**config.mk**
```make
export PLATFORM = sky130hd
export DESIGN_NAME = mc_control
export DESIGN_NICKNAME = d
export VERILOG_FILES = /design/src/rtl/ctrl_pkg.sv /design/src/rtl/mem_wait_timer.sv /design/src/rtl/mc_control.sv
export SDC_FILE = /design/constraint.sdc
export NUM_CORES = 1
export LEC_CHECK = 0
export CORE_AREA = 2 2 49 51
export DETAILED_ROUTE_END_ITERATION = 10
export DIE_AREA = 0 0 51 53
export PLACE_DENSITY = 0.72
export RECOVER_POWER = 25
export SETUP_SLACK_MARGIN = 0.1
export SLEW_MARGIN = 40
export SYNTH_ARGS = -nofsm -noshare
export SYNTH_HDL_FRONTEND = slang
export SYNTH_SLANG_ARGS = --single-unit
```
**constraint.sdc**
```tcl
create_clock -name clk -period 1.35 [get_ports clk]
set_input_delay 0.2025 -clock clk [delete_from_list [all_inputs] [get_ports clk]]
set_output_delay 0.2025 -clock clk [all_outputs]
set_load 0.01 [all_outputs]
```
**src/rtl/ctrl_pkg.sv**
```systemverilog
// ctrl_pkg
// Shared types and constants for the multicycle control sequencer:
//   mc_state_t       - sequencer state code (legacy 4-bit constants)
//   trap_cause_t     - NONE / ILLEGAL / BUS_ERR
//   *_sel_t, alu_op_t - datapath select encodings
//   OP_*             - RV32I major opcodes
//   decode_target()  - state entered from DECODE for a given opcode
package ctrl_pkg;

  typedef logic [3:0] mc_state_t;

  localparam mc_state_t FETCH     = 4'd0;
  localparam mc_state_t DECODE    = 4'd1;
  localparam mc_state_t MEM_ADDR  = 4'd2;
  localparam mc_state_t EXEC_R    = 4'd3;
  localparam mc_state_t EXEC_I    = 4'd4;
  localparam mc_state_t EXEC_LUI  = 4'd5;
  localparam mc_state_t MEM_READ  = 4'd6;
  localparam mc_state_t MEM_WRITE = 4'd7;
  localparam mc_state_t MEM_WB    = 4'd8;
  localparam mc_state_t ALU_WB    = 4'd9;
  localparam mc_state_t BRANCH    = 4'd10;
  localparam mc_state_t JUMP      = 4'd11;
  localparam mc_state_t TRAP      = 4'd12;

  typedef enum logic [1:0] {NONE, ILLEGAL, BUS_ERR} trap_cause_t;

  typedef enum logic [0:0] {ADDR_PC, ADDR_RESULT} mem_addr_sel_t;
  typedef enum logic [0:0] {FETCH_INST, MEM_FUNCT_DEFINED} mem_funct3_sel_t;
  typedef enum logic [1:0] {RS1V, PC, PC_OLD} alu_src1_sel_t;
  typedef enum logic [1:0] {RS2V, IMM, PC_INC} alu_src2_sel_t;
  typedef enum logic [2:0] {ZERO, ALU_RESULT, ALU_CLOCKED, MEM_RD, TRAP_VEC} result_sel_t;
  typedef enum logic [1:0] {ADD_OP, SUB_OP, FUNCT_DEFINED, SRC2_OP} alu_op_t;

  localparam logic [6:0] OP_R     = 7'b0110011;
  localparam logic [6:0] OP_I     = 7'b0010011;
  localparam logic [6:0] OP_AUIPC = 7'b0010111;
  localparam logic [6:0] OP_LUI   = 7'b0110111;
  localparam logic [6:0] OP_LOAD  = 7'b0000011;
  localparam logic [6:0] OP_STORE = 7'b0100011;
  localparam logic [6:0] OP_B     = 7'b1100011;
  localparam logic [6:0] OP_JAL   = 7'b1101111;
  localparam logic [6:0] OP_JALR  = 7'b1100111;

  // AUIPC goes straight to write-back: PC_OLD+IMM is already computed
  // by the DECODE-cycle ALU pass and sits in the ALU output register.
  function automatic mc_state_t decode_target(input logic [6:0] op);
    case (op)
      OP_R:               return EXEC_R;
      OP_I:               return EXEC_I;
      OP_AUIPC:           return ALU_WB;
      OP_LUI:             return EXEC_LUI;
      OP_LOAD, OP_STORE:  return MEM_ADDR;
      OP_B:               return BRANCH;
      OP_JAL, OP_JALR:    return JUMP;
      default:            return TRAP;
    endcase
  endfunction

endpackage

```
**src/rtl/mem_wait_timer.sv**
```systemverilog
// mem_wait_timer
// Counts consecutive non-ready cycles of a memory wait and flags expiry.
//   clk, reset (async, active-low)
//   clear     - zero the count (outside wait states or on mem_ready)
//   count_en  - a wait cycle without mem_ready
//   expired   - this non-ready cycle is the LIMIT-th in a row
module mem_wait_timer #(
  parameter int LIMIT = 16,
  parameter int TW    = $clog2(LIMIT + 1)
) (
  input  logic clk,
  input  logic reset,
  input  logic clear,
  input  logic count_en,
  output logic expired
);

  logic [TW-1:0] count;

  always_ff @(posedge clk or negedge reset) begin
    if (!reset) begin
      count <= '0;
    end else if (clear) begin
      count <= '0;
    end else if (count_en) begin
      count <= count + 1'b1;
    end
  end

  // Combinational so the sequencer leaves the wait state at the end of the
  // LIMIT-th non-ready cycle rather than one cycle later.
  assign expired = count_en && (count == TW'(LIMIT - 1));

endmodule

```
**src/rtl/mc_control.sv**
```systemverilog
// mc_control
// Multicycle RV32I control sequencer with a variable-latency memory handshake
// on fetch/load/store, illegal-opcode and bus-timeout traps, and a retire
// pulse per completed instruction. Outputs are decoded from the registered
// state (plus mem_ready in the wait states).
// Optional feature: define CTRL_MEM_TIMEOUT_EN to trap with BUS_ERR after
// MEM_TIMEOUT consecutive non-ready wait cycles; otherwise waits are unbounded.
// Ports:
//   clk, reset (async, active-low)
//   opcode, funct3          - from the instruction register
//   mem_ready               - memory completes the current request
//   mem_req, mem_wren       - memory request / write
//   pc_update, inst_en, reg_wren, branch, branch_funct3
//   mem_addr_sel, mem_funct3_sel, alu_src1_sel, alu_src2_sel, result_sel, alu_op
//   trap, trap_cause, retire
module mc_control
  import ctrl_pkg::*;
#(
  parameter int MEM_TIMEOUT = 16
) (
  input  logic            clk,
  input  logic            reset,
  input  logic [6:0]      opcode,
  input  logic [2:0]      funct3,
  input  logic            mem_ready,
  output logic            mem_req,
  output logic            mem_wren,
  output logic            pc_update,
  output logic            inst_en,
  output logic            reg_wren,
  output logic            branch,
  output logic [2:0]      branch_funct3,
  output mem_addr_sel_t   mem_addr_sel,
  output mem_funct3_sel_t mem_funct3_sel,
  output alu_src1_sel_t   alu_src1_sel,
  output alu_src2_sel_t   alu_src2_sel,
  output result_sel_t     result_sel,
  output alu_op_t         alu_op,
  output logic            trap,
  output trap_cause_t     trap_cause,
  output logic            retire
);

  localparam int TW = $clog2(MEM_TIMEOUT + 1);

  if (MEM_TIMEOUT < 1 || TW < 1) begin : g_bad_timeout
    $error("mc_control: MEM_TIMEOUT must be at least 1");
  end

  mc_state_t   state, state_next;
  trap_cause_t cause, cause_next;
  logic        in_wait;
  logic        timeout;

  assign in_wait = (state == FETCH) || (state == MEM_READ) || (state == MEM_WRITE);

`ifdef CTRL_MEM_TIMEOUT_EN
  // Held clear outside the wait states, so every wait starts from zero.
  mem_wait_timer #(
    .LIMIT (MEM_TIMEOUT),
    .TW    (TW)
  ) u_timer (
    .clk      (clk),
    .reset    (reset),
    .clear    (!in_wait || mem_ready),
    .count_en (in_wait && !mem_ready),
    .expired  (timeout)
  );
`else
  assign timeout = 1'b0;
`endif

  always_ff @(posedge clk or negedge reset) begin
    if (!reset) begin
      state <= FETCH;
      cause <= NONE;
    end else begin
      state <= state_next;
      cause <= cause_next;
    end
  end

  always_comb begin
    state_next = state;
    cause_next = cause;
    case (state)
      FETCH: begin
        if (mem_ready) begin
          state_next = DECODE;
        end else if (timeout) begin
          state_next = TRAP;
          cause_next = BUS_ERR;
        end
      end
      DECODE: begin
        state_next = decode_target(opcode);
        if (state_next == TRAP) cause_next = ILLEGAL;
      end
      MEM_ADDR:  state_next = (opcode == OP_STORE) ? MEM_WRITE : MEM_READ;
      MEM_READ, MEM_WRITE: begin
        if (mem_ready) begin
          state_next = (state == MEM_READ) ? MEM_WB : FETCH;
        end else if (timeout) begin
          state_next = TRAP;
          cause_next = BUS_ERR;
        end
      end
      EXEC_R, EXEC_I, EXEC_LUI, JUMP: state_next = ALU_WB;
      default: state_next = FETCH;
    endcase
  end

  always_comb begin
    mem_req        = 1'b0;
    mem_wren       = 1'b0;
    pc_update      = 1'b0;
    inst_en        = 1'b0;
    reg_wren       = 1'b0;
    branch         = 1'b0;
    branch_funct3  = 3'b000;
    mem_addr_sel   = ADDR_PC;
    mem_funct3_sel = FETCH_INST;
    alu_src1_sel   = RS1V;
    alu_src2_sel   = RS2V;
    result_sel     = ZERO;
    alu_op         = ADD_OP;
    trap           = 1'b0;
    trap_cause     = NONE;
    retire         = 1'b0;
    // While reset is held the state is already FETCH, but the request must
    // not reach the bus until reset is released.
    if (reset) begin
      case (state)
        FETCH: begin
          mem_req      = 1'b1;
          alu_src1_sel = PC;
          alu_src2_sel = PC_INC;
          result_sel   = ALU_RESULT;
          inst_en      = mem_ready;
          pc_update    = mem_ready;
        end
        DECODE: begin
          alu_src1_sel = (opcode == OP_JALR) ? RS1V : PC_OLD;
          alu_src2_sel = IMM;
        end
        MEM_ADDR: alu_src2_sel = IMM;
        MEM_READ, MEM_WRITE: begin
          mem_req        = 1'b1;
          mem_wren       = (state == MEM_WRITE);
          mem_addr_sel   = ADDR_RESULT;
          mem_funct3_sel = MEM_FUNCT_DEFINED;
          result_sel     = ALU_CLOCKED;
          retire         = (state == MEM_WRITE) && mem_ready;
        end
        EXEC_R: alu_op = FUNCT_DEFINED;
        EXEC_I: begin
          alu_src2_sel = IMM;
          alu_op       = FUNCT_DEFINED;
        end
        EXEC_LUI: begin
          alu_src2_sel = IMM;
          alu_op       = SRC2_OP;
        end
        JUMP: begin
          // Target came from the DECODE pass; this pass forms the link value.
          alu_src1_sel = PC_OLD;
          alu_src2_sel = PC_INC;
          result_sel   = ALU_CLOCKED;
          pc_update    = 1'b1;
        end
        MEM_WB: begin
          reg_wren   = 1'b1;
          result_sel = MEM_RD;
          retire     = 1'b1;
        end
        ALU_WB: begin
          reg_wren   = 1'b1;
          result_sel = ALU_CLOCKED;
          retire     = 1'b1;
        end
        BRANCH: begin
          alu_op        = SUB_OP;
          branch        = 1'b1;
          branch_funct3 = funct3;
          result_sel    = ALU_CLOCKED;
          retire        = 1'b1;
        end
        TRAP: begin
          trap       = 1'b1;
          trap_cause = cause;
          pc_update  = 1'b1;
          result_sel = TRAP_VEC;
        end
        default: ;
      endcase
    end
  end

endmodule
```
---- Yosys cells after proc, flatten, opt, wreduce, memory -nomap -nowiden ----
Cells that the tools add are included.
word-level totals
  register bits ........................... 5
  input port bits ......................... 13
  output and inout bits ................... 24
cells by class
  reductions and logical operators ........ 16
  equal/unequal tests ..................... 24
  mux-type cells .......................... 38
operators with widths
  kind                                                  count
  one-hot mux 4 bit (7 select lines)                    1
  equality test 4 bit (second input constant)           6
  equality test 7 x 6 -> 1 bit (second input constant)  3
  equality test 7 bit (second input constant)           3
  one-hot mux 4 bit (5 select lines)                    1
  2-to-1 mux 1 bit                                      19
  equality test 4 x 3 -> 1 bit (second input constant)  4
  2-to-1 mux 4 bit                                      4
  equality test 7 x 5 -> 1 bit (second input constant)  2
  OR reduction 2 bit                                    7
  one-hot mux 2 bit (3 select lines)                    2
  one-hot mux 3 bit (4 select lines)                    1
  2-to-1 mux 3 bit                                      3
  equality test 4 x 2 -> 1 bit (second input constant)  2
  2-to-1 mux 2 bit                                      4
  OR reduction 4 bit                                    2
  equality test 7 x 2 -> 1 bit (second input constant)  1
  OR reduction 3 bit                                    2
  OR reduction 5 bit                                    1
  equality test 4 x 1 -> 1 bit (second input constant)  1
  zero test 4 bit                                       1
  inequality test 2 bit (second input constant)         2
  one-hot mux 1 bit (2 select lines)                    2
  one-hot mux 2 bit (2 select lines)                    1
  other kinds (2)                                       3

---- Logic depth before layout (Yosys ltp) ----
Gate-level depths: netlist of the first run.
  depth in word-level cells ............... 6
  mapped depth ............................ 5
  depth with buffers taken out ............ 4

---- Worst setup path after synthesis of the first run ----
Ideal clock, no wire load.
  path kind ............................... register to output
  from .................................... register state[0]
  to ...................................... output port inst_en
  stages on the path, launching flop included .. 6
  arrival time ............................ 1.302 ns
  slack ................................... -0.154 ns
  path through ............................ dfrtp_1 > clkbuf_1 > nor2_1 > nand2_1 > nor3_1 > and2_1
on the way
  cells in the longest elaborated chain, start to end .. 3
RTL lines
  element                   line               RTL
  start: declaration        mc_control.sv:50   mc_state_t state, state_next;
  start signal: assignment  mc_control.sv:78   state <= state_next;
  zero test 4 bit           mc_control.sv:133  case (state)
  2-to-1 mux 1 bit          mc_control.sv:133
  2-to-1 mux 1 bit          mc_control.sv:132  if (reset) begin
  end: declaration          mc_control.sv:29   output logic inst_en,
No other way between the ends.

---- Worst setup path after layout of the first run ----
  from .................................... register state[1]
  to ...................................... register state[0]
on the way
  cells in the longest elaborated chain, start to end .. 4
RTL lines
  element                                 line              RTL
  equality test 4 x 3 -> 1 bit            mc_control.sv:86  case (state)
  OR reduction 2 bit                      mc_control.sv:86
  inequality test 2 bit (no source line)  -
  AND reduction 2 bit (no source line)    -
Several ways; a longest one is shown, not always the timed one.
A chain may end at the register's enable or synchronous reset.

==> results of run 1 <==
-- power groups by stage --
stage | Sequential [mW] | Combinational, mW | Clock [mW]
2_1_floorplan | 0.215 | 0.770 | 0
6_report | 0.293 | 1.97 | 0.171
4_1_cts | 0.272 | 1.71 | 0.172
3_5_place_dp | 0.269 | 1.45 | 0
5_1_grt | 0.303 | 2.08 | 0.185
3_3_place_gp | 0.266 | 1.42 | 0
-- layout make-up --
cell class	count	area (sq um)
flip-flops and latches	5	130
fillers	154	514
repair buffers	90	719
multi-input cells	90	706
well taps	28	35.0
clock buffers	4	26.3
inverters	4	17.5
-- state kept, by name, indices dropped and copies added (netlist names) --
name	count
cause	1
state	4
-- cells by family (layout without fill, tap and decap cells) --
group | count (synthesis) | in the layout | synth area share [%]
compound gates | 31 | 31 | 30.3
other cells | 1 | 1 | 0.513
buf+inv | 15 | 98 | 9.93
fa+ha+maj | 1 | 1 | 1.37
simple gates | 57 | 57 | 40.8
flops | 5 | 5 | 17.1
-- routing by layer --
metal	vias to the layer above	part of all wire [%]
li1	564	-
met1	577	38
met2	43	54
met3	10	4.4
met4	0	2.9
met5	-	0
-- placed cells by master, fill, tap and decap left out, types with 3 or more instances in the layout --
cell	count
sky130_fd_sc_hd__nor2_1	6
sky130_fd_sc_hd__clkdlybuf4s50_1	5
sky130_fd_sc_hd__buf_2	18
sky130_fd_sc_hd__a21oi_1	4
sky130_fd_sc_hd__and3_1	3
sky130_fd_sc_hd__nand3_1	3
sky130_fd_sc_hd__buf_6	17
sky130_fd_sc_hd__nand2b_4	3
sky130_fd_sc_hd__nand2_1	12
sky130_fd_sc_hd__buf_4	40
sky130_fd_sc_hd__nor2_4	5
sky130_fd_sc_hd__clkbuf_4	3
sky130_fd_sc_hd__dfrtp_2	4
sky130_fd_sc_hd__dlygate4sd2_1	7
sky130_fd_sc_hd__and2_1	3
sky130_fd_sc_hd__o21ai_0	3
sky130_fd_sc_hd__nor3_2	3
-- how the worst min path moves through the flow --
| stage | start | to | slack (ps) | depth (start not counted) |
|---|---|---|---|---|
| 3_5_place_dp | cause[0] | cause[0] | 470 | 1 |
| 3_3_place_gp | cause[0] | cause[0] | 460 | 1 |
| 2_1_floorplan | reset | cause[0] | -90 | 0 |
| 4_1_cts | reset | cause[0] | 270 | 2 |
| 6_report | reset | cause[0] | 320 | 2 |
| 5_1_grt | reset | cause[0] | 350 | 2 |
-- critical path: stages, from the launching register on --
cell and delay [ps]:
sky130_fd_sc_hd__dfrtp_2 480, sky130_fd_sc_hd__buf_6 170, sky130_fd_sc_hd__or3b_4 380, sky130_fd_sc_hd__or3_4 350, sky130_fd_sc_hd__a21oi_2 110, sky130_fd_sc_hd__o22a_1 130
-- per-stage QoR --
stage / std cells / util (%) / TNS [ps]
6_report: 221 / 76.1 / -5470
5_1_grt: 221 / 76.1 / -7240
4_1_cts: 218 / 72.6 / -5060
3_5_place_dp: 202 / 64.5 / -13430
3_3_place_gp: 202 / 64.5 / -12810
2_1_floorplan: 110 / - / -128
-- what timing repair did --
item                       CTS  global route
gates resized for setup    138            21
setup endpoints to repair   28            27
pin swaps                   18             8
gates cloned                 1             0
setup buffers               12             4
==> results.md, run 1 <==
- The area of all placed cells without fillers is between 1500 and 2000 sq um.
- The run finished, with violations left.
- Setup repair after global routing could not meet its margin everywhere.
- STA puts the critical path data arrival time at around 1900 ps.
- The unique cell type count in the Yosys netlist is 40.
- Entering global routing, the biggest net connects 12 pins.
- In this run the count of I/O pins placed on the die edge is 37.
- The share of layout cells above drive strength 1 is a little over 60%.
- Global routing consumed, over all layers together, about a quarter of the routing resources.
- In this run the number of H-tree levels came out at 1.
- Tracing the worst setup path back leads to its startpoint at state[1].
- The final cycle utilization of the critical path is 125%.
- After synthesis the cells add up to approximately 730 sq um.
- Dividing the detail-routed wire length by the instance count gives approximately 15 um.
- The final routed wirelength across all metal layers is roughly 3300 um.
- The number of cells traversed by the worst register-to-register path is 5.
- The max-slew violation count was 0.
- The power density over cell area is 1490 nW/um^2.
- The height of the die is about 53 um.
- The required time of the critical path is between 1500 and 2000 ps.
- Synthesis produced a netlist whose cell count is 110.
- The worst slack after detailed placement is -592 ps.
- Summing the sequential cell areas from Yosys gives 17.1% of the chip area.
- The number of global-route vias before repair was approximately 1100.
- For this run the aggregate overflow at the end of global routing stands at 0.
- For met1 alone, demand over resource in global routing was between 20% and 30%.
- The number of inserted diodes is 0.
- The largest fanout of any net on the critical path is 6.
- In this run, post-CTS hold repair placed 0 buffers.
- The kind of path behind the tightest hold check is input pin to asynchronous set/reset pin.
- The area overhead of the layout relative to synthesis is 124%.
- The critical path class is flip-flop to flip-flop.
- For this design, the sink count on the clock tree is 5.
- The mean area per synthesized cell is 6.64 sq um.
- At the later pin of the worst-skew pair, clock insertion delay measures 240 ps.
- The static power due to leakage is between 0.7 and 0.8 nW.
- The violation count after the first detailed-route iteration is 43.
- The worst setup slack after layout is -332 ps.
- The worst clock skew on the final layout is 0.977 ps.
- The checks that failed: negative setup slack.
- The routability congestion estimate from global placement is about 0.86.
- The flip-flop and latch count after synthesis is 5.
- Setup violations remaining at the end of the flow were counted as 26.
- The antenna violation net count after detailed routing is 0.
- In the routed layout, each cell is associated on average with a via count of 5.40.
- In the synthesized netlist the async set-or-reset flop fraction comes to 100%.
- The final hold violation count came to 0.
- The capture point of the worst reg-to-reg path is state[0].
- The net load switching power is about 1.1 mW.
- In this run, the clock network consumes around 7.0% of the power.
- The type of destination of the critical path is a flip-flop.
- The final HPWL from detailed placement is around 2100 um.
- The number of antenna violations at the first check in global routing came to 0.
- The worst-case IR drop observed on VDD is about 0.0010 V.
- In the global route stage, met2 resource usage came out at between 40% and 50%.
- The setup check on the worst reg-to-reg path leaves a slack of -330 ps.
- Input and output buffers added on the ports amount to 35.
- The power after layout is between 2 and 2.5 mW.
- TritonCTS built the clock tree.
- The met3 global-route usage is 2.82%.
- After floorplanning, the core was divided into 17 placement rows.
- Synthesis produced a netlist with a net count of 123.
- Counting instances in the post-synthesis netlist gives the leading cell types as 15 x sky130_fd_sc_hd__nand2_1, 12 x sky130_fd_sc_hd__nor2_1, 7 x sky130_fd_sc_hd__clkbuf_1.
- Cell internal power was estimated by the tool at between 1 and 1.5 mW.
- The first detailed-routing pass took 4 iterations.
- sky130_fd_sc_hd__nand2_1 is the most common cell in the netlist.
- The worst hold slack is approximately 320 ps.
- Once the floorplan was initialized, standard cells occupied 34.0% of the core.
- The total number of yosys warnings is 0.
- In the post-synthesis netlist, the biggest area contributors are sky130_fd_sc_hd__dfrtp_1 17%, sky130_fd_sc_hd__nand2_1 7.7%, sky130_fd_sc_hd__nor2_1 6.2%, sky130_fd_sc_hd__and2_1 4.3%, sky130_fd_sc_hd__nand2b_1 4.3%.
- For this run, design rule violations remaining after detail routing come to 0.
- The area share of the leading cell type in the synthesized netlist is about 17%.
- Static timing analysis puts the maximum clock frequency at ~590 MHz.
- The library cell with the largest summed area after synthesis is sky130_fd_sc_hd__dfrtp_1.
- The total cell area at the placement stage is about 1400 sq um.
- The startpoint class of the critical path is a flip-flop.
- After global routing, the most crowded layer is met2.
- Counting I/O delays and the setup requirement, the final critical path takes approximately 1700 ps.
- The endpoint of the most critical setup path is state[0].
- The post-CTS clock slew at the launch and capture registers of the worst setup and hold paths is around 40 ps.
- The maximum count of clock buffers along a single path is 2.
- The total of max-cap violations is 0.
- The fraction of power consumed by combinational cells is between 80% and 90%.
- The power share of the sequential group is approximately 12%.
- The placeable core region is between 2000 and 2500 sq um.
- Net switching is a little over two fifths of the power.
- The clock tree root driver cell is sky130_fd_sc_hd__clkbuf_4.
- The startpoint identified for the worst register-to-register timing path is state[1].
- From left edge to right edge, the die measures just over 50 um.
- The die footprint is between 2000 and 3000 sq um.
- In this run, synthesis inferred 0 flip-flops with an integrated enable.
- The most used flip-flop cell after synthesis is sky130_fd_sc_hd__dfrtp_1.
- The number of nets in the layout is 207.
- The first-pass GRT wire length is slightly below 5000 um.
- The number of CTS-inserted buffers is 3.
- The routed layout has between 1000 and 1500 vias.
Power figures use the tool's default switching activity.
==> run 2, diff against run 1 <==
--- a/config.mk
+++ b/config.mk
@@ -5,9 +5,9 @@
 export SDC_FILE = /design/constraint.sdc
 export NUM_CORES = 1
 export LEC_CHECK = 0
-export CORE_AREA = 2 2 49 51
+export CORE_AREA = 4 4 51 53
 export DETAILED_ROUTE_END_ITERATION = 10
-export DIE_AREA = 0 0 51 53
+export DIE_AREA = 0 0 55 57
 export PLACE_DENSITY = 0.72
 export RECOVER_POWER = 25
 export SETUP_SLACK_MARGIN = 0.1
==> run 2 against run 1 <==
Compared with the run above: the flow still finishes with violations (negative setup slack); global-route usage increased by 2.1 points; sequential power decreased by 6%; clock power increased by 13%; core utilization increased by 9.2 points; critical path depth increased by 1; clock skew increased by 3.4 ps; fmax decreased by 3.0%; wire length increased by 23%; critical endpoint unchanged; largest power group unchanged.
==> results.md, run 2 (synthesized netlist as in run 1, its figures left out) <==
- The CTS tree is built (unchanged).
- The maximum count of clock buffers along a single path is 2 (unchanged).
- The average wire per standard cell is 18.1 um (was 15.1 um).
- The clock tree root driver cell is sky130_fd_sc_hd__clkbuf_4 (unchanged).
- The power density over cell area is 1600 nW/um^2 (was 1490 nW/um^2).
- The critical path class was flip-flop to flip-flop (unchanged).
- The total of fill cells in the finished design came to 120 (was 154).
- The area overhead of the layout relative to synthesis is 151% (was 124%).
- The number of global-route vias before repair is 1278 (was 1111).
- The required time of the critical path is 1540 ps (was 1520 ps).
- The count of boundary I/O pins was 37 (unchanged).
- The post-route DRC violation count was 0 (unchanged).
- The worst stage delay on the critical path is 400 ps (was 480 ps).
- Violated checks: negative setup slack (unchanged).
- The starting density of the core was 34.0% (unchanged).
- Commonest cells after routing, fill and taps aside: 33 x sky130_fd_sc_hd__buf_6, 33 x sky130_fd_sc_hd__buf_4, 17 x sky130_fd_sc_hd__buf_2 (was 40 x sky130_fd_sc_hd__buf_4, 18 x sky130_fd_sc_hd__buf_2, 17 x sky130_fd_sc_hd__buf_6).
- The type of destination of the critical path is a flip-flop (unchanged).
- The number of iterations in the first detailed-routing pass is 4 (unchanged).
- The worst clock skew on the final layout is 4.39 ps (was 0.977 ps).
- The total of max-cap violations came to 0 (unchanged).
- The data arrival time at the worst-slack endpoint is 1920 ps (was 1850 ps).
- The die footprint came to 3140 sq um (was 2700 sq um).
- The power after layout is 2.93 mW (was 2.43 mW).
- CP cell instances: buf_6 -> buf_6 -> or3b_4 -> or3_4 -> a21oi_2 -> o22a_1 (was buf_6 -> or3b_4 -> or3_4 -> a21oi_2 -> o22a_1).
- Result of the run: finished, violations left (unchanged).
- The number of antenna violations at the first check in global routing is 0 (unchanged).
- The final cycle utilization of the critical path is 129% (was 125%).
- The routability congestion estimate from global placement is 0.856 (was 0.862).
- The startpoint class of the critical path was a flip-flop (unchanged).
- The post-route minimum period came to 1730 ps (was 1680 ps).
- The total number of vias is 1274 (was 1194).
- The number of H-tree levels was 1 (unchanged).
- The highest clock rate is 576 MHz (was 594 MHz).
- The antenna violation net count after detailed routing is 0 (unchanged).
- The largest register by flop count is state (unchanged).
- The worst-path cell with the longest stage delay is sky130_fd_sc_hd__dfrtp_2 (unchanged).
- The final HPWL from detailed placement is 2180 um (was 2090 um).
- The count of buffer and inverter cells on the critical path was 2 (was 1).
- The area taken by multi-input logic gates came to 779 sq um (was 706 sq um).
- The remaining global-route overflow is 0 (unchanged).
- The first-pass GRT wire length was 5820 um (was 4820 um).
- The dominant cell type by count on the critical path is sky130_fd_sc_hd__buf_6.
- The global routing usage summed across all routing layers is 25.4% (was 23.3%).
- The largest fanout of any net on the critical path is 7 (was 6).
- The top cell family by delay on the critical path is simple AND/OR/NAND/NOR gates (unchanged).
- The number of flip-flops under the largest register name is 4 (unchanged).
- The number of port buffers is 35 (unchanged).
- The static power due to leakage is 0.861 nW (was 0.772 nW).
- The violation count after the first detailed-route iteration was 44 (was 43).
- The width of the chip is 55 um (was 51 um).
- The final hold violation count was 0 (unchanged).
- The setup slack of the worst register-to-register path is -380 ps (was -330 ps).
- The clock latency at the later pin of the worst-skew pair is 260 ps (was 240 ps).
- The maximum number of pins on one net before global-route repair is 11 (was 12).
- The per-cell via count in the routed design is 5.59 (was 5.40).
- The share of layout cells above drive strength 1 is 68.0% (was 60.6%).
- The post-route core utilization is 85.3% (was 76.1%).
- Biggest registers after layout: state x4, cause x1 (unchanged).
- The final routed wirelength across all metal layers was 4120 um (was 3340 um).
- The clock sink count is 5 (unchanged).
- The post-CTS clock slew at the launch and capture registers of the worst setup and hold paths was 50 ps (was 40 ps).
- The number of inserted diodes is 0 (unchanged).
- The number of nets in the layout came to 214 (was 207).
- The final setup violation count was 27 (was 26).
- RSZ-0062 raised after global routing: yes (unchanged).
- The placeable core region is 2150 sq um (unchanged).
- The number of CTS-inserted buffers is 3 (unchanged).
- The kind of path behind the tightest hold check is input pin to asynchronous set/reset pin (unchanged).
- The height of the die is 57 um (was 53 um).
- The worst setup slack after layout came to -385 ps (was -332 ps).
- The number of rows created at floorplan is 17 (unchanged).
- The maximum vdd ir drop is 0.00120 V (was 0.00103 V).
- The area taken by flip-flops and latches was 130 sq um (unchanged).
- The count of hold-fix buffers inserted at cts is 0 (unchanged).
- The max-slew violation count is 0 (unchanged).
[run 2: cell count changes in the layout (fill, tap and decap cells not counted), moves of 3 or more]
cell,delta
sky130_fd_sc_hd__buf_4,-7
sky130_fd_sc_hd__nand2_4,+3
sky130_fd_sc_hd__buf_6,+16
sky130_fd_sc_hd__nand2_1,-7
sky130_fd_sc_hd__nand2_2,+4
[run 2: final cells by class]
type | count | area share [%]
Inverter | 4 | 1.09
Multi-Input combinational cell | 90 | 42.6
Clock inverter | 1 | 0.273
Clock buffer | 3 | 1.23
Sequential cell | 5 | 7.10
Timing Repair Buffer | 97 | 45.8
Tap cell | 28 | 1.91
[run 2: worst reg2reg max path, stage by stage, from the launching register on]
cell and delay [ps]:
sky130_fd_sc_hd__dfrtp_2 400, sky130_fd_sc_hd__buf_6 120, sky130_fd_sc_hd__buf_6 120, sky130_fd_sc_hd__or3b_4 380, sky130_fd_sc_hd__or3_4 350, sky130_fd_sc_hd__a21oi_2 130, sky130_fd_sc_hd__o22a_1 170
[run 2: path summary, 6_finish.rpt]
path / start / endpoint / cells after the start
max: state[0] / state[0] / 6
min: reset / state[0] / 2
max reg2reg: state[0] / state[0] / 6
min reg2reg: cause[0] / cause[0] / 1
max in group asynchronous: reset / state[1] / 2
min in group clk: cause[0] / cause[0] / 1
[run 2: stage by stage]
step | TNS (ps) | instance area (sq um) | hold slack [ps] | worst slack [ps] | std cells
after detailed placement | -13570 | 1380 | 484 | -593 | 201
after CTS | -5380 | 1700 | 253 | -294 | 224
after global routing | -8320 | 1830 | 353 | -447 | 228
after global placement | -13210 | 1380 | 454 | -586 | 201
final | -6850 | 1830 | 327 | -385 | 228
after floorplan | -128 | 781 | -93.1 | -112 | 110
[run 2: repair_timing]
item,4_1_cts,5_1_grt
pin swaps,29,18
buffers inserted,19,5
setup endpoints to repair,28,27
gates resized for setup,166,27
[run 2: power by group]
group	internal, mW	leakage (nW)	total (mW)	switching [mW]
sequential	0.201	0.0557	0.275	0.0741
clock	0.109	0.0177	0.193	0.0849
combinational	1.33	0.787	2.46	1.12
[run 2: routing by layer]
layer  part of all wire (%)  global-route usage [%]  up-vias
li1                       -                       -      578
met1                     35                    25.2      618
met2                     54                    48.1       54
met3                    5.5                    6.01       24
met4                    5.2                    9.72        0
met5                      0                       0        -
